[src/rtl/serial_adder_nand_pkg.sv]
// Shared types and constants for the bit-serial NAND adder datapath.
// Latency: none (declarations only).
// Backpressure: not applicable.
package serial_arith_pkg;

    typedef enum logic [1:0] {
        IDLE = 2'd0,
        RUN  = 2'd1,
        DONE = 2'd2
    } state_e;

    localparam int WIDTH_MAX = 32;

    function automatic int cnt_w(input int width);
        return $clog2(width);
    endfunction

endpackage

[src/rtl/serial_adder_nand_full_adder.sv]
// NAND-only half adder and the full-adder cell built from two of them.
// Latency: purely combinational.
// Backpressure: not applicable.
module Half_adder_nand (
    input  logic A,
    input  logic B,
    output logic Sum,
    output logic Carry
);

    logic n1;
    logic n2;
    logic n3;

    assign n1    = ~(A & B);
    assign n2    = ~(A & n1);
    assign n3    = ~(B & n1);
    assign Sum   = ~(n2 & n3);
    assign Carry = ~(n1 & n1);

endmodule

module full_adder_nand (
    input  logic A,
    input  logic B,
    input  logic Cin,
    output logic Sum,
    output logic Cout
);

    logic p;
    logic g1;
    logic g2;
    logic g1_n;
    logic g2_n;

    Half_adder_nand u_ha1 (
        .A     (A),
        .B     (B),
        .Sum   (p),
        .Carry (g1)
    );

    Half_adder_nand u_ha2 (
        .A     (p),
        .B     (Cin),
        .Sum   (Sum),
        .Carry (g2)
    );

    // OR of the two generates by De Morgan: inverters are self-tied NANDs.
    assign g1_n = ~(g1 & g1);
    assign g2_n = ~(g2 & g2);
    assign Cout = ~(g1_n & g2_n);

endmodule

[src/rtl/serial_adder_nand.sv]
// Bit-serial WIDTH-bit adder: one bit per cycle LSB first through a NAND full adder.
// Latency: start accepted at edge t, done pulse in cycle t+WIDTH+1.
// Backpressure: start is only honoured in IDLE; busy covers RUN, extra starts are dropped.
module serial_adder_nand
    import serial_arith_pkg::*;
#(
    parameter int WIDTH = 8
) (
    input  logic             clk,
    input  logic             rst_n,
    input  logic             start,
    input  logic [WIDTH-1:0] a,
    input  logic [WIDTH-1:0] b,
    input  logic             cin,
    output logic             busy,
    output logic             done,
    output logic [WIDTH-1:0] sum,
    output logic             cout
);

    localparam int CW = cnt_w(WIDTH);
    localparam logic [CW-1:0] CNT_LAST = CW'(WIDTH - 1);

    state_e           state_q,  state_d;
    logic [WIDTH-1:0] a_sr_q,   a_sr_d;
    logic [WIDTH-1:0] b_sr_q,   b_sr_d;
    logic             c_q,      c_d;
    logic [CW-1:0]    cnt_q,    cnt_d;
    // Only WIDTH-1 partial bits are ever held; the last bit goes straight into sum.
    logic [WIDTH-2:0] sum_sr_q, sum_sr_d;
    logic [WIDTH-1:0] sum_q,    sum_d;
    logic             cout_q,   cout_d;

    logic             fa_s;
    logic             fa_co;
    logic [WIDTH-1:0] sum_next;

    full_adder_nand u_fa (
        .A    (a_sr_q[0]),
        .B    (b_sr_q[0]),
        .Cin  (c_q),
        .Sum  (fa_s),
        .Cout (fa_co)
    );

    assign sum_next = {fa_s, sum_sr_q};

    always_comb begin
        state_d  = state_q;
        a_sr_d   = a_sr_q;
        b_sr_d   = b_sr_q;
        c_d      = c_q;
        cnt_d    = cnt_q;
        sum_sr_d = sum_sr_q;
        sum_d    = sum_q;
        cout_d   = cout_q;
        case (state_q)
            IDLE: begin
                if (start) begin
                    a_sr_d   = a;
                    b_sr_d   = b;
                    c_d      = cin;
                    cnt_d    = '0;
                    sum_sr_d = '0;
                    state_d  = RUN;
                end
            end
            RUN: begin
                a_sr_d   = a_sr_q >> 1;
                b_sr_d   = b_sr_q >> 1;
                sum_sr_d = sum_next[WIDTH-1:1];
                c_d      = fa_co;
                cnt_d    = cnt_q + CW'(1);
                if (cnt_q == CNT_LAST) begin
                    sum_d   = sum_next;
                    cout_d  = fa_co;
                    state_d = DONE;
                end
            end
            DONE: begin
                state_d = IDLE;
            end
            default: begin
                state_d = IDLE;
            end
        endcase
    end

    always_ff @(posedge clk) begin
        if (!rst_n) begin
            state_q  <= IDLE;
            a_sr_q   <= '0;
            b_sr_q   <= '0;
            c_q      <= 1'b0;
            cnt_q    <= '0;
            sum_sr_q <= '0;
            sum_q    <= '0;
            cout_q   <= 1'b0;
        end else begin
            state_q  <= state_d;
            a_sr_q   <= a_sr_d;
            b_sr_q   <= b_sr_d;
            c_q      <= c_d;
            cnt_q    <= cnt_d;
            sum_sr_q <= sum_sr_d;
            sum_q    <= sum_d;
            cout_q   <= cout_d;
        end
    end

    assign busy = (state_q == RUN);
    assign done = (state_q == DONE);
    assign sum  = sum_q;
    assign cout = cout_q;

endmodule

[config.mk]
export PLATFORM = sky130hd
export DESIGN_NAME = serial_adder_nand
export DESIGN_NICKNAME = d
export VERILOG_FILES = /design/src/rtl/serial_adder_nand_pkg.sv /design/src/rtl/serial_adder_nand_full_adder.sv /design/src/rtl/serial_adder_nand.sv
export SDC_FILE = /design/constraint.sdc
export NUM_CORES = 1
export LEC_CHECK = 0
export BUFFER_PORTS_ARGS = -buffer_cell sky130_fd_sc_hd__buf_2
export CORE_UTILIZATION = 45
export CTS_CLUSTER_SIZE = 16
export DETAILED_ROUTE_END_ITERATION = 6
export GPL_TIMING_DRIVEN = 1
export HOLD_SLACK_MARGIN = 0.05
export PLACE_DENSITY = 0.72
export REMOVE_ABC_BUFFERS = 1
export SYNTH_ARGS = -nofsm -noshare
export SYNTH_HDL_FRONTEND = slang
export SYNTH_SLANG_ARGS = --single-unit
[constraint.sdc]
create_clock -name clk -period 3 [get_ports clk]
set_input_delay 0.3 -clock clk [delete_from_list [all_inputs] [get_ports clk]]
set_output_delay 0.3 -clock clk [all_outputs]
set_load 0.02 [all_outputs]
==> results_dict.tcl, run 1 <==
set metrics [dict create \
    status "completed" \
    layout-drive-gt1-share 0.289 \
    grt_max_degree 31 \
    slowest_stage "buf_4" \
    yosys.area.top_type_share 0.475 \
    cts_setup_buffers 0 \
    maxCapViolCount 0 \
    finClkSkew_ns 0.00907 \
    io_buffers 30 \
    critPathMostFrequentCell "buf_4" \
    n_fill_cell 340 \
    cts_buffers 5 \
    clock-sinks 38 \
    max_slew_margin 0.713 \
    antenna_found_initial 0 \
    seq_area_sq_um 761 \
    grt_use_total 0.163 \
    fmax_mhz 548 \
    setup_violations 0 \
    tns_ns 0 \
    dieArea_sq_mm 0.00380 \
    drc 0 \
    drtAntennaViolNets 0 \
    arrival_ns 2.07 \
    clock_latency_ns 0.33 \
    hold_path_class "in -> reg" \
    syn_avg_cell_area_sq_um 9.95 \
    slew_violations 0 \
    synth.most_common_cell "dfxtp_1" \
    ys_ff_latch 38 \
    wirelength_um 2870 \
    grt_pass1_wl_um 4490 \
    ys_seq_area_frac 0.475 \
    die_x_um 61.7 \
    synth_edf_count 0 \
    grt_pass1_vias 1039 \
    holdWs_ns 0.224 \
    tightest_slew_ns 0.430 \
    dpl.hpwl_um 1980 \
    crit_start "state_q[0]" \
    rr_worst_depth 5 \
    synthToLayoutAreaGrowth_pct 14.5 \
    drtIter0Drc 27 \
    io_pins 31 \
    diodes 0 \
    grt_overflow 0 \
    worstPathMaxFanout 30 \
    cts_resized 0 \
    hold_viol 0 \
    routabilityCongestion 0.725 \
    synth-main-ff-cell "dfxtp_1" \
    detail_route.first_pass.iterations 4 \
    synthesis.area_sq_mm 0.00160 \
    htreeDepth 2 \
    vias 1186 \
    dpl_cell_area_sq_mm 0.00172 \
    vdd_ir_drop_max_mv 0.378 \
    cts_tree "built" \
    path_class "reg -> reg" \
    end_kind "flip-flop" \
    fin_crit_ns 1.83 \
    pwr_density_cell_mw_per_mm2 599 \
    cp-endpoint "a_sr_q[5]" \
    fin_crit_sh 0.608 \
    synthTopCellsByCount "38 x dfxtp_1, 18 x nor2_1, 16 x nand2_1" \
    vias_per_cell 5.09 \
    clk_pin_slew_ns 0.11 \
    synth_cells 161 \
    hold_buffers 0 \
    nets 209 \
    start_util 0.476 \
    crit_path_start_kind "flip-flop" \
    r2r-end "a_sr_q[5]" \
    async_flop_share 0 \
    grt_setup_unrepaired "no" \
    yosys-top-cells-area "dfxtp_1 48%, mux2i_1 8.1%, a211oi_2 7.8%" \
    yosys_warnings 0 \
    avgRoutedWirePerCell_um 12.3 \
    ys_types 26 \
    stdcell_area_sq_mm 0.00183 \
    cts_root_buf "clkbuf_4" \
    cpPeakStageDelay_ns 0.40 \
    ctsLongestPathBuffers 2 \
    multi_input_comb_area_sq_um 732 \
    required_ns 3.25 \
    r2r-start "state_q[0]" \
    p_leak_nw 0.775 \
    placementRows 21 \
    yosysTopAreaCell "dfxtp_1" \
    coreArea_sq_mm 0.00336 \
    reg2reg_slack_ns 1.17 \
    holdPathStages 3 \
    die_y_um 61.7 \
    cp_cell_sequence "buf_4 > o21ba_1 > buf_4 > nor2_1 > a211oi_2" \
]
## where the power goes
part           internal (W)  total (W)  switching, W
sequential         0.000528   0.000541     0.0000129
combinational     0.0000472   0.000112     0.0000646
clock              0.000282   0.000446      0.000164
## cell families after synthesis
kind of cell,count (synthesis),synth area share
mux,13,0.0812
compound gates,42,0.201
buf+inv,16,0.0680
simple gates,49,0.147
flops,38,0.475
fa+ha+maj,3,0.0281
## metal layers
layer  share of wire  track usage
met1            0.46        0.190
met2            0.50        0.286
met3           0.036       0.0504
met4          0.0038       0.0476
met5               0            0
## critical path: cells and delay by family, from the launching register on
| family | cells | cell delay (ns) |
|---|---|---|
| buffers and inverters | 2 | 0.72 |
| AO/OA/AOI/OAI | 2 | 0.59 |
| flip-flops | 1 | 0.32 |
| AND/OR/NAND/NOR | 1 | 0.09 |
## sequential cells by signal, indices dropped and copies added (netlist names)
name,cells
b_sr_q,8
sum_sr_q,7
a_sr_q,8
cout,1
c_q,1
cnt_q,3
state_q,2
sum,8
## cell usage in the layout, fill, tap and decap left out, types with 2 or more instances in the layout
cell / instances
o21ai_0: 10
a211oi_2: 10
o21ai_1: 3
nand2_1: 16
buf_2: 30
nor4b_1: 2
clkbuf_4: 5
a21oi_1: 4
bufinv_16: 2
o22ai_1: 9
nor2_1: 18
dfxtp_1: 38
mux2i_1: 13
a211oi_1: 4
nand3_1: 9
buf_4: 2
ha_1: 2
## layout make-up
type,instances,share of cell area
Tap cell,46,0.0314
Timing Repair Buffer,32,0.0900
Clock inverter,2,0.0327
Multi-Input combinational cell,107,0.399
Inverter,2,0.00409
Sequential cell,38,0.415
Clock buffer,6,0.0280
## how the worst min path moves through the flow
| stage | slack (ns) | startpoint | endpoint |
|---|---|---|---|
| after floorplan | 0.43 | cnt_q[0] | cnt_q[0] |
| after global placement | 0.44 | sum[3] | sum[3] |
| after detailed placement | 0.45 | cout | cout |
| after CTS | 0.21 | b[7] | b_sr_q[7] |
| after global routing | 0.20 | b[7] | b_sr_q[7] |
| final | 0.22 | b[7] | b_sr_q[7] |
## per-stage QoR
| step | setup WS [ns] | util | power (W) | cells |
|---|---|---|---|---|
| floorplan | 0.629 | - | 0.000627 | 147 |
| global placement | 1.31 | 0.512 | 0.000658 | 225 |
| detailed placement | 1.21 | 0.512 | 0.000665 | 225 |
| CTS | 1.16 | 0.545 | 0.00111 | 233 |
| global route | 0.957 | 0.545 | 0.00115 | 233 |
| finish | 1.17 | 0.545 | 0.00110 | 233 |
Note: power is estimated with default switching activity, not from simulation.
==> run 2: changes to the inputs <==
- ABC_AREA: default -> 1
- PLACE_DENSITY: 0.72 -> 0.74
- clock period: 3 -> 1.5 ns (I/O delays scaled with it)
==> results_dict.tcl, run 2 <==
set metrics [dict create \
    status "completed" \
    vias 1563 \
    p_leak_nw 0.961 \
    antenna_found_initial 0 \
    final_common_cell "nand3_1" \
    internal_power_w 0.00154 \
    yosys.area.top_type_share 0.408 \
    grt_use_total 0.183 \
    fin_crit_ns 1.40 \
    yosys-top-cells-area "dfxtp_1 41%, nand3_1 14%, nand2_1 8.7%" \
    layout-drive-gt1-share 0.270 \
    ctsLongestPathBuffers 2 \
    vias_per_cell 4.93 \
    drtIter0Drc 54 \
    fin_crit_sh 0.937 \
    die_x_um 66.4 \
    pwr_density_cell_mw_per_mm2 993 \
    yosysTopAreaCell "dfxtp_1" \
    crit_start "state_q[1]" \
    tightest_slew_ns 0.250 \
    finClkSkew_ns 0.000751 \
    critPathMostFrequentCell "inv_6" \
    io_buffers 30 \
    cts_buffers 5 \
    grt_setup_unrepaired "no" \
    async_flop_share 0 \
    synth_edf_count 0 \
    fin_cells 317 \
    ys_ff_latch 38 \
    slew_violations 0 \
    synthTopCellsByCount "51 x nand3_1, 43 x nand2_1, 38 x dfxtp_1" \
    synthesis.area_sq_mm 0.00186 \
    syn_avg_cell_area_sq_um 7.90 \
    coreArea_sq_mm 0.00400 \
    clock_latency_ns 0.28 \
    yosys_warnings 0 \
    hold_viol 0 \
    ys_seq_area_frac 0.408 \
    drc 0 \
    dieArea_sq_mm 0.00440 \
    grt_overflow 0 \
    slowest_stage "dfxtp_1" \
    synthToLayoutAreaGrowth_pct 12.7 \
    start_util 0.466 \
    routabilityCongestion 0.812 \
    reg2reg_slack_ns 0.20 \
    r2r-start "cnt_q[0]" \
    wl_met1_um 1670 \
    diodes 0 \
    grt_pass1_wl_um 6160 \
    io_pins 31 \
    fmax_mhz 712 \
    grt_max_degree 20 \
    avgRoutedWirePerCell_um 11.3 \
    placementRows 23 \
    cts_setup_buffers 0 \
    wl_met2_um 1720 \
    maxCapViolCount 0 \
    detail_route.first_pass.iterations 5 \
    synth-main-ff-cell "dfxtp_1" \
    hp-start "a[7]" \
    pre_cts_ws_ns 0.238 \
    holdPathStages 3 \
    power_w 0.00209 \
    mostFrequentLayoutCells "51 x nand3_1, 43 x nand2_1, 38 x dfxtp_1" \
    cp_cell_sequence "inv_6 > nand2_8 > inv_6 > buf_2" \
    required_ns 1.35 \
    cpPeakStageDelay_ns 0.35 \
    drtAntennaViolNets 0 \
    maxUsedRoutingLayer "met4" \
    path_class "reg -> out" \
    vdd_ir_drop_max_mv 0.432 \
    path_delay_family "buffers and inverters" \
    dpl_cell_area_sq_mm 0.00200 \
    swShare 0.262 \
    hold_buffers 0 \
    r2r-end "sum[3]" \
    rr_worst_depth 8 \
    stdcell_area_sq_mm 0.00210 \
    wirelength_um 3580 \
    critical_path_buf_inv_count 3 \
    synth.most_common_cell "nand3_1" \
    synth_cells 236 \
    max_slew_margin 0.834 \
    cts_tree "built" \
    placed_cells 309 \
    holdPathEnd "a_sr_q[7]" \
    n_fill_cell 396 \
    arrival_ns 1.25 \
    p_switching_w 0.000546 \
    fin_ws_ns 0.0952 \
    hold_path_class "in -> reg" \
    cts_root_buf "clkbuf_8" \
    worstPathMaxFanout 19 \
    tns_ns 0 \
    nets 289 \
    pwr-share-comb 0.139 \
    ys_types 23 \
    seq_power_share 0.520 \
    die_y_um 66.4 \
    clock-sinks 38 \
    p_clk_frac 0.341 \
    end_kind "primary output" \
    setup_violations 0 \
    dr_wl_met3_um 175 \
    crit_path_start_kind "flip-flop" \
    dpl.hpwl_um 2470 \
    clk_pin_slew_ns 0.07 \
    grt_pass1_vias 1436 \
    htreeDepth 2 \
]
## run 2: area by class of cell
cell class,count,area [sq um],area share
Tap cell,50,62.6,0.0298
Clock inverter,1,5.00,0.00238
Clock buffer,7,86.3,0.0411
Sequential cell,38,761,0.362
Timing Repair Buffer,37,203,0.0965
Inverter,33,134,0.0637
Multi-Input combinational cell,151,850,0.404
## run 2: how the worst max path moves through the flow
stage | end | slack [ns] | depth (start not counted)
after global routing | busy | 0.009 | 4
after CTS | busy | 0.02 | 4
after global placement | sum[5] | 0.25 | 8
after detailed placement | sum[7] | 0.24 | 8
after floorplan | b_sr_q[4] | 0.06 | 6
final | busy | 0.1 | 4
## run 2: cells by family after synthesis
group | share of synthesized area
flip-flops | 0.408
adder cells (fa/ha/maj) | 0.0242
buffers and inverters | 0.136
AND/OR/NAND/NOR | 0.332
AO/OA/AOI/OAI | 0.0993
## run 2: per-layer routing
metal / vias up / GRT usage
li1: 818 / -
met5: - / 0
met4: 0 / 0.0532
met3: 2 / 0.0586
met1: 708 / 0.222
met2: 35 / 0.307
## run 2: power groups by stage
stage | clock (W) | combinational, W | sequential, W
after global routing | 0.000791 | 0.000327 | 0.00109
after global placement | 0 | 0.000286 | 0.00111
after detailed placement | 0 | 0.000288 | 0.00111
final | 0.000711 | 0.000290 | 0.00109
after CTS | 0.000722 | 0.000291 | 0.00109
after floorplan | 0 | 0.000188 | 0.00111
## run 2: through the flow
step	hold WS, ns	util
2_1_floorplan	0.248	-
3_3_place_gp	0.404	0.500
3_5_place_dp	0.414	0.500
4_1_cts	0.113	0.524
5_1_grt	0.116	0.525
6_report	0.115	0.525
## run 2: tightest hold or removal path, stage by stage
cell and delay (ns):
buf_2 0.10, nand2_1 0.05, a21oi_1 0.05
## run 2: repair_timing
action                     CTS  global route
resized for setup            1             2
setup endpoints to repair    1             1
cloned                       0             0
==> run 3: changes to the inputs <==
- SETUP_SLACK_MARGIN: default -> 0.2
==> results_dict.tcl, run 3 (synthesized netlist as in run 2, its figures left out) <==
set metrics [dict create \
    die_y_um 66.4 \
    p_switching_w 0.000558 \
    worstPathMaxFanout 15 \
    clk_pin_slew_ns 0.07 \
    maxCapViolCount 0 \
    p_clk_frac 0.332 \
    diodes 0 \
    final_common_cell "nand3_1" \
    hold_viol 0 \
    seq_power_share 0.511 \
    ctsLongestPathBuffers 2 \
    clock-sinks 38 \
    tightest_slew_ns 0.248 \
    coreArea_sq_mm 0.00400 \
    fmax_mhz 805 \
    detail_route.first_pass.iterations 4 \
    critical_path_buf_inv_count 3 \
    internal_power_w 0.00157 \
    grt_setup_unrepaired "yes" \
    max_slew_margin 0.834 \
    io_buffers 30 \
    path_class "reg -> out" \
    p_leak_nw 1.03 \
    synthToLayoutAreaGrowth_pct 22.3 \
    wirelength_um 3840 \
    finClkSkew_ns 0.00245 \
    arrival_ns 1.09 \
    crit_path_start_kind "flip-flop" \
    n_fill_cell 383 \
    io_pins 31 \
    hold_buffers 0 \
    dieArea_sq_mm 0.00440 \
    slowest_stage "dfxtp_2" \
    fin_crit_ns 1.24 \
    fin_crit_sh 0.828 \
    grt_use_total 0.184 \
    path_delay_family "buffers and inverters" \
    hold_path_class "in -> reg" \
    drc 0 \
    mostFrequentLayoutCells "51 x nand3_1, 41 x nand2_1, 34 x dfxtp_1" \
    tns_ns 0 \
    vias 1640 \
    holdWs_ns 0.115 \
    routabilityCongestion 0.812 \
    slew_violations 0 \
    pwr-share-comb 0.157 \
    status "completed" \
    antenna_found_initial 0 \
    avgRoutedWirePerCell_um 11.7 \
    end_kind "primary output" \
    setup_violations 0 \
    power_w 0.00213 \
    dpl.hpwl_um 2470 \
    pwr_density_cell_mw_per_mm2 934 \
    cts_buffers 5 \
    placementRows 23 \
    cpPeakStageDelay_ns 0.34 \
    cts_root_buf "clkbuf_8" \
    vias_per_cell 4.98 \
    grt_overflow 0 \
    clock_latency_ns 0.28 \
    swShare 0.262 \
    die_x_um 66.4 \
    required_ns 1.35 \
    drtIter0Drc 64 \
    layout-drive-gt1-share 0.337 \
    grt_pass1_wl_um 6190 \
    cp_cell_sequence "inv_4 > nand2_8 > inv_8 > buf_2" \
    post-route-util 0.570 \
    grt_max_degree 20 \
    start_util 0.466 \
    drtAntennaViolNets 0 \
    vdd_ir_drop_max_mv 0.427 \
    grt_pass1_vias 1448 \
    nets 301 \
    htreeDepth 2 \
    cts_tree "built" \
]
## run 3: repair_timing
item                       in CTS  in global routing
cloned                          0                  0
setup buffers                   2                 10
setup endpoints to repair       2                 13
resized for setup               4                 20
pin swaps                       0                  4
## run 3: through the flow
stage / setup slack (ns) / instance area (sq um) / instances
2_1_floorplan: 0.0561 / 1740 / 222
4_1_cts: 0.183 / 2120 / 319
5_1_grt: 0.190 / 2280 / 329
3_3_place_gp: 0.250 / 2000 / 309
6_report: 0.257 / 2280 / 329
3_5_place_dp: 0.238 / 2000 / 309
## run 3: area by class of cell
cell class                      count  area, sq um  share of cell area
Multi-Input combinational cell    151          900               0.395
Sequential cell                    38          771               0.338
Timing Repair Buffer               49          319               0.140
Inverter                           33          136              0.0598
Clock buffer                        7         86.3              0.0379
Tap cell                           50         62.6              0.0274
Clock inverter                      1         5.00             0.00220
## run 3: worst paths after layout
kind | startpoint | to | slack (ns) | cells past startpoint
worst max-delay path | state_q[1] | busy | 0.26 | 4
worst min-delay path | a[7] | a_sr_q[7] | 0.12 | 3
worst max register to register | cnt_q[0] | state_q[1] | 0.28 | 7
worst min register to register | cnt_q[0] | cnt_q[0] | 0.46 | 1
## run 3: worst reg2reg max path: stages (launching register included)
cell and delay [ns]:
dfxtp_4 0.37, ha_4 0.13, ha_4 0.13, inv_2 0.04
nor2_4 0.14, nand2_1 0.08, inv_2 0.14, buf_4 0.14
## run 3: routing by layer
metal  track usage  vias up  routed length (um)
met4        0.0532        0                  12
met3        0.0586        2                 169
met2         0.313       39                1890
met5             0        -                   0
met1         0.220      756                1760
li1              -      843                   -
## run 3: power groups by stage
stage | registers, W | clock network, W | logic (W)
floorplan | 0.00111 | 0 | 0.000188
global placement | 0.00111 | 0 | 0.000286
detailed placement | 0.00111 | 0 | 0.000288
CTS | 0.00109 | 0.000722 | 0.000293
global route | 0.00109 | 0.000789 | 0.000371
finish | 0.00109 | 0.000707 | 0.000334
